$ cat config.mk
export PLATFORM = sky130hd
export DESIGN_NAME = perips_uart_txq
export DESIGN_NICKNAME = d
export VERILOG_FILES = /design/src/rtl/perips_uart_txq.sv
export SDC_FILE = /design/constraint.sdc
export NUM_CORES = 1
export LEC_CHECK = 0
export ABC_AREA = 1
export BUFFER_PORTS_ARGS = -buffer_cell sky130_fd_sc_hd__buf_4
export CAP_MARGIN = 20
export CORE_MARGIN = 2
export CORE_UTILIZATION = 55
export DETAILED_ROUTE_END_ITERATION = 12
export PLACE_DENSITY_LB_ADDON = 0.05
export SLEW_MARGIN = 20
export SYNTH_ARGS = -nofsm -noshare
export SYNTH_HDL_FRONTEND = slang
export SYNTH_SLANG_ARGS = --single-unit
$ cat constraint.sdc
create_clock -name clk_i -period 6.15 [get_ports clk_i]
set_input_delay 1.5375 -clock clk_i [delete_from_list [all_inputs] [get_ports clk_i]]
set_output_delay 1.5375 -clock clk_i [all_outputs]
set_load 0.01 [all_outputs]
$ cat src/rtl/perips_uart_txq.sv
// UART transmit queue: CPU-facing byte FIFO plus a bus-master engine that
// writes each byte to the UART, polls its status until done, then W1C-clears it.
module perips_uart_txq #(
  parameter int unsigned DEPTH          = 16,
  parameter int unsigned DATA_BUS_WIDTH = 32,
  parameter logic [7:0]  UART_REG_SR    = 8'h04,
  parameter logic [7:0]  UART_REG_TXD   = 8'h10
) (
  input  logic                      clk_i,
  input  logic                      rst_n_i,
  input  logic [7:0]                addr_i,
  input  logic                      data_rd_i,
  input  logic                      data_we_i,
  input  logic [DATA_BUS_WIDTH-1:0] data_i,
  output logic [DATA_BUS_WIDTH-1:0] data_o,
  output logic [7:0]                uart_addr_o,
  output logic                      uart_rd_o,
  output logic                      uart_we_o,
  output logic [DATA_BUS_WIDTH-1:0] uart_data_o,
  input  logic [DATA_BUS_WIDTH-1:0] uart_data_i,
  output logic                      irq_empty_o
);

  localparam int unsigned PTR_W = $clog2(DEPTH);
  localparam int unsigned CNT_W = PTR_W + 1;

  localparam logic [7:0] REG_CTRL = 8'h00;
  localparam logic [7:0] REG_STAT = 8'h04;
  localparam logic [7:0] REG_DATA = 8'h08;

  localparam logic [2:0] S_IDLE   = 3'd0;
  localparam logic [2:0] S_WR_TXD = 3'd1;
  localparam logic [2:0] S_RD_SR  = 3'd2;
  localparam logic [2:0] S_WAIT_SR = 3'd3;
  localparam logic [2:0] S_CLR_SR = 3'd4;

  logic [7:0]                mem_q [DEPTH];
  logic [PTR_W-1:0]          wr_ptr_q, wr_ptr_d;
  logic [PTR_W-1:0]          rd_ptr_q, rd_ptr_d;
  logic [CNT_W-1:0]          count_q, count_d;
  logic                      enable_q, enable_d;
  logic                      ovf_q, ovf_d;
  logic [7:0]                byte_q, byte_d;
  logic [2:0]                state_q, state_d;
  logic [DATA_BUS_WIDTH-1:0] data_o_q, data_o_d;
  logic [7:0]                uart_addr_q, uart_addr_d;
  logic                      uart_rd_q, uart_rd_d;
  logic                      uart_we_q, uart_we_d;
  logic [DATA_BUS_WIDTH-1:0] uart_data_q, uart_data_d;
  logic                      irq_q, irq_d;

  logic                      ctrl_we_c, stat_we_c, push_req_c;
  logic                      flush_c, empty_c, full_c, pop_c, push_ok_c;
  logic [DATA_BUS_WIDTH-1:0] rdata_c;

  // Only the low byte of CPU data and SR bit0 carry meaning here.
  logic unused_bits;
  assign unused_bits = ^{data_i[DATA_BUS_WIDTH-1:8], uart_data_i[DATA_BUS_WIDTH-1:1]};

  assign ctrl_we_c  = data_we_i && (addr_i == REG_CTRL);
  assign stat_we_c  = data_we_i && (addr_i == REG_STAT);
  assign push_req_c = data_we_i && (addr_i == REG_DATA);
  assign flush_c    = ctrl_we_c && data_i[1];
  assign empty_c    = (count_q == '0);
  assign full_c     = (count_q == CNT_W'(DEPTH));
  // A flush landing on a pop opportunity suppresses the pop so no flushed byte escapes.
  assign pop_c      = (state_q == S_IDLE) && enable_q && !empty_c && !flush_c;
  assign push_ok_c  = push_req_c && (!full_c || pop_c) && !flush_c;

  // FIFO pointers, occupancy and control/status bits
  always_comb begin
    wr_ptr_d = wr_ptr_q;
    rd_ptr_d = rd_ptr_q;
    count_d  = count_q;
    ovf_d    = ovf_q;
    enable_d = enable_q;
    if (flush_c) begin
      wr_ptr_d = '0;
      rd_ptr_d = '0;
      count_d  = '0;
    end else begin
      if (push_ok_c) wr_ptr_d = wr_ptr_q + PTR_W'(1);
      if (pop_c)     rd_ptr_d = rd_ptr_q + PTR_W'(1);
      count_d = count_q + CNT_W'(push_ok_c) - CNT_W'(pop_c);
    end
    if (push_req_c && !push_ok_c && !flush_c) ovf_d = 1'b1;
    else if (stat_we_c && data_i[3])          ovf_d = 1'b0;
    if (ctrl_we_c) enable_d = data_i[0];
  end

  // CPU read mux; reflects pre-edge state
  always_comb begin
    rdata_c = '0;
    case (addr_i)
      REG_CTRL: rdata_c[0] = enable_q;
      REG_STAT: begin
        rdata_c[0]          = empty_c;
        rdata_c[1]          = full_c;
        rdata_c[2]          = (state_q != S_IDLE);
        rdata_c[3]          = ovf_q;
        rdata_c[4 +: CNT_W] = count_q;
      end
      default: rdata_c = '0;
    endcase
    data_o_d = data_rd_i ? rdata_c : data_o_q;
  end

  // Drain FSM; UART port outputs are the registered decode of the next state
  always_comb begin
    state_d     = state_q;
    byte_d      = byte_q;
    uart_we_d   = 1'b0;
    uart_rd_d   = 1'b0;
    uart_addr_d = '0;
    uart_data_d = '0;
    case (state_q)
      S_IDLE: begin
        if (pop_c) begin
          byte_d  = mem_q[rd_ptr_q];
          state_d = S_WR_TXD;
        end
      end
      S_WR_TXD:  state_d = S_RD_SR;
      S_RD_SR:   state_d = S_WAIT_SR;
      S_WAIT_SR: state_d = uart_data_i[0] ? S_CLR_SR : S_RD_SR;
      S_CLR_SR:  state_d = S_IDLE;
      default:   state_d = S_IDLE;
    endcase
    case (state_d)
      S_WR_TXD: begin
        uart_we_d   = 1'b1;
        uart_addr_d = UART_REG_TXD;
        uart_data_d = DATA_BUS_WIDTH'(byte_d);
      end
      S_RD_SR: begin
        uart_rd_d   = 1'b1;
        uart_addr_d = UART_REG_SR;
      end
      S_CLR_SR: begin
        // Writing only bit0 clears tx-done and leaves the rx flag alone.
        uart_we_d   = 1'b1;
        uart_addr_d = UART_REG_SR;
        uart_data_d = DATA_BUS_WIDTH'(1);
      end
      default: begin
        uart_we_d   = 1'b0;
        uart_rd_d   = 1'b0;
      end
    endcase
    irq_d = enable_d && (count_d == '0) && (state_d == S_IDLE);
  end

  always_ff @(posedge clk_i or negedge rst_n_i) begin
    if (!rst_n_i) begin
      wr_ptr_q    <= '0;
      rd_ptr_q    <= '0;
      count_q     <= '0;
      enable_q    <= 1'b1;
      ovf_q       <= 1'b0;
      byte_q      <= '0;
      state_q     <= S_IDLE;
      data_o_q    <= '0;
      uart_addr_q <= '0;
      uart_rd_q   <= 1'b0;
      uart_we_q   <= 1'b0;
      uart_data_q <= '0;
      irq_q       <= 1'b1;
    end else begin
      wr_ptr_q    <= wr_ptr_d;
      rd_ptr_q    <= rd_ptr_d;
      count_q     <= count_d;
      enable_q    <= enable_d;
      ovf_q       <= ovf_d;
      byte_q      <= byte_d;
      state_q     <= state_d;
      data_o_q    <= data_o_d;
      uart_addr_q <= uart_addr_d;
      uart_rd_q   <= uart_rd_d;
      uart_we_q   <= uart_we_d;
      uart_data_q <= uart_data_d;
      irq_q       <= irq_d;
    end
  end

  // Storage array needs no reset; occupancy is tracked by the pointers
  always_ff @(posedge clk_i) begin
    if (push_ok_c) mem_q[wr_ptr_q] <= data_i[7:0];
  end

  assign data_o      = data_o_q;
  assign uart_addr_o = uart_addr_q;
  assign uart_rd_o   = uart_rd_q;
  assign uart_we_o   = uart_we_q;
  assign uart_data_o = uart_data_q;
  assign irq_empty_o = irq_q;

endmodule
==> qor.txt <==
clock latency on the worst-skew pair: 0.42 ns
Startpoint Class: input port
nets@finish: 837
Synth async-reset ratio: 0.238
final-report setup violation count: 0
vias in the first global route: 4567
Syn-to-layout area delta: 9.72%
RSZ-0062 raised after global routing: false
Final Hold Violating Endpoints: 0
Cell Area, Synth: 7630 sq um
final slew viol count: 0
Pleak: 3.47 nW
port bufs: 42
synthesized flop and latch total: 168
complex-gate fraction of the synthesized area: 0.0598
Hold/Removal Path Class: reg -> reg
Iter 0 DRT Violations: 320
Pre-Repair DR Iteration Count: 5
Critical Path Sink Type: register
Filler cells: 1115
Final ANT Viol Nets: 0
Die Area: 14800 sq um
Inserted Diodes: 0
Top Ports: 151
library cells used by synthesis: 38
PD cells: 357 nW/um^2
Fin Hold WS: 0.528 ns
largest family of logic cells by synthesized area: simple AND/OR/NAND/NOR gates
crit share post-route: 0.672
Seq/Total Area, Yosys: 0.635
mux contribution to synthesized area: 0
number of synthesized flops with an enable pin: 128
placed cell area: 7840 sq um
Max-slew headroom: 0.392
CP arrival: 4.48 ns
Root Buffer: clkbuf_16
Placed Cells: 910
crit path kind: in -> reg
minimum clock period: 4.13 ns
total gr overflow: 0
yosys warns: 0
PnR worst setup slack: 2.02 ns
crit-path max FO: 23
PnR Total Power: 2.99 mW
final RePlAce weighted congestion: 0.825
TritonCTS clock tree: yes
Mapped Cells: 717
CP required: 6.50 ns
WL final: 15100 um
slowest stage delay, CP: 0.40 ns
CP max stage cell: fa_1
Top FF cell, synth: edfxtp_1
Post-Synth XOR/XNOR Area: 0.00344
# Max-Cap Violations: 0
clk buf depth: 2
routed vias/inst: 5.19
CTS Hold Bufs: 0
routed vias: 4886
status: finished clean
largest net degree at the start of global routing: 76
CP bufs+invs: 4
total negative setup slack: 0 ns
Num Clock Sinks: 168
Num CTS Buffers: 17
layout cell share with drive strength beyond 1: 0.125
clk_skew: 0.00932 ns
core area: 13700 sq um
pre-CTS setup slack: 1.61 ns
dpl hpwl: 9790 um
DIE WIDTH: 122 um
# rows: 43
Simple-Gate Fraction of Synth Area: 0.179
crit-path cells: buf_4, nor2_1, nand2_2, nor2_4, nand3_4, nand2_2, inv_1, ha_1, inv_1, ha_1, inv_1, fa_1, nand3b_1, nand2_1, nand3_1, nand3_1, nand3_1, nor2_1
fin util: 0.610
Worst-path clk slew: 0.06 ns
Synth area leader: edfxtp_1
post-synthesis adder-cell area fraction: 0.0207
Synth area leaders: edfxtp_1 50%, dfrtp_1 12%, buf_4 5.5%, nor2_1 5.5%, nand2_1 5.2%
initial antenna violation count: 0
Post-CTS Resized: 0
first-pass GRT wire length: 23800 um
Post-CTS Setup Bufs: 0
final instance area: 8370 sq um
family with the most delay on the worst path: simple AND/OR/NAND/NOR gates
area share of the largest cell type after synthesis: 0.504
worst IR drop on VDD: 0.204 mV
syn_area_per_cell: 10.6 sq um
Wirelength per Cell: 16.1 um
Remaining DRCs: 0
initial core utilization: 0.556
fmax: 242 MHz
CTS H-tree lvls: 4
worst slew pin tran: 0.909 ns
Die Y: 122 um
Non-Filler Instances: 942
Total GRT Usage: 0.219
cell type report:
cell class	count	area, sq um	area share
clock buffer	18	429	0.0513
clock inverter	14	108	0.0129
inverter	58	218	0.0260
multi-input combinational	459	2210	0.264
sequential	168	4850	0.579
tap	180	225	0.0269
timing repair buffer	45	338	0.0403
routing by layer:
layer | part of all wire | global-route usage
met4 | 0.017 | 0.0862
met3 | 0.058 | 0.0417
met1 | 0.46 | 0.297
met2 | 0.47 | 0.352
met5 | 0 | 0
layout by cell type (no fill, tap or decap), types with 2 or more instances in the layout:
cell type   Yosys  layout
nand2_4         2       2
dfstp_2         2       2
o21ai_0        52      52
clkinvlp_4      0       2
dfrtp_1        38      37
xor2_1          2       2
nor2_1        112     112
buf_4          56      45
or2_2           5       5
o211ai_1       13      13
inv_6           0       2
a21oi_1        15      15
clkinv_1        1       7
ha_1           11      11
nand3_2         5       5
nand2_1       106     106
nand2_2         2       2
inv_2           2       2
inv_1          55      55
edfxtp_1      128     128
conb_1          1      53
clkbuf_16       0      17
clkinv_4        0       2
nand4_1         2       2
o22ai_1         2       2
nand3_1        65      65
cells in the mapped netlist (all sizes together) (3+ instances only):
| master | n |
|---|---|
| buf | 75 |
| inv | 57 |
| o21ai | 53 |
| edfxtp | 128 |
| nor2 | 114 |
| ha | 11 |
| a21oi | 15 |
| nand2 | 110 |
| dfrtp | 38 |
| nand3 | 71 |
| clkbuf | 9 |
| nor3 | 3 |
| o211ai | 13 |
| or2 | 5 |
worst paths after layout:
| kind | start | to | slack, ns | depth (start not counted) |
|---|---|---|---|---|
| worst min-delay path | data_o[5]$_DFFE_PN0P_ | data_o[5]$_DFFE_PN0P_ | 0.53 | 2 |
| min in group asynchronous | rst_n_i | wr_ptr_q[1]$_DFFE_PN0P_ | 1.09 | 1 |
| worst min register to register | data_o[5]$_DFFE_PN0P_ | data_o[5]$_DFFE_PN0P_ | 0.53 | 2 |
| worst max register to register | count_q[2]$_DFF_PN0_ | irq_empty_o$_DFF_PN1_ | 2.88 | 18 |
| max in group asynchronous | rst_n_i | rd_ptr_q[0]$_DFFE_PN0P_ | 4.68 | 1 |
| worst max-delay path | addr_i[5] | irq_empty_o$_DFF_PN1_ | 2.02 | 18 |
where the power goes:
group	switching [mW]	internal, mW	total, mW	leakage, nW
registers	0.0322	1.27	1.30	1.68
logic	0.499	0.230	0.729	1.54
clock network	0.413	0.550	0.963	0.256
worst min-delay path, cell delays in order (launching register included):
cell and delay, ns:
dfrtp_1 0.38, inv_1 0.05, o21ai_0 0.06
cell families after synthesis:
logic type,Yosys count
compound gates,84
xor+xnor,3
fa+ha+maj,12
buf+inv,142
flops,168
other cells,1
simple gates,307
state kept, by name (all words and copies together) (netlist names):
| signal | cells |
|---|---|
| enable_q | 1 |
| uart_data_o | 8 |
| wr_ptr_q | 4 |
| rd_ptr_q | 4 |
| ovf_q | 1 |
| uart_rd_o | 1 |
| mem_q | 128 |
| count_q | 5 |
| state_q | 3 |
| data_o | 9 |
| irq_empty_o | 1 |
| uart_addr_o | 2 |
| uart_we_o | 1 |
No activity file was read; power rests on OpenSTA's default activity.
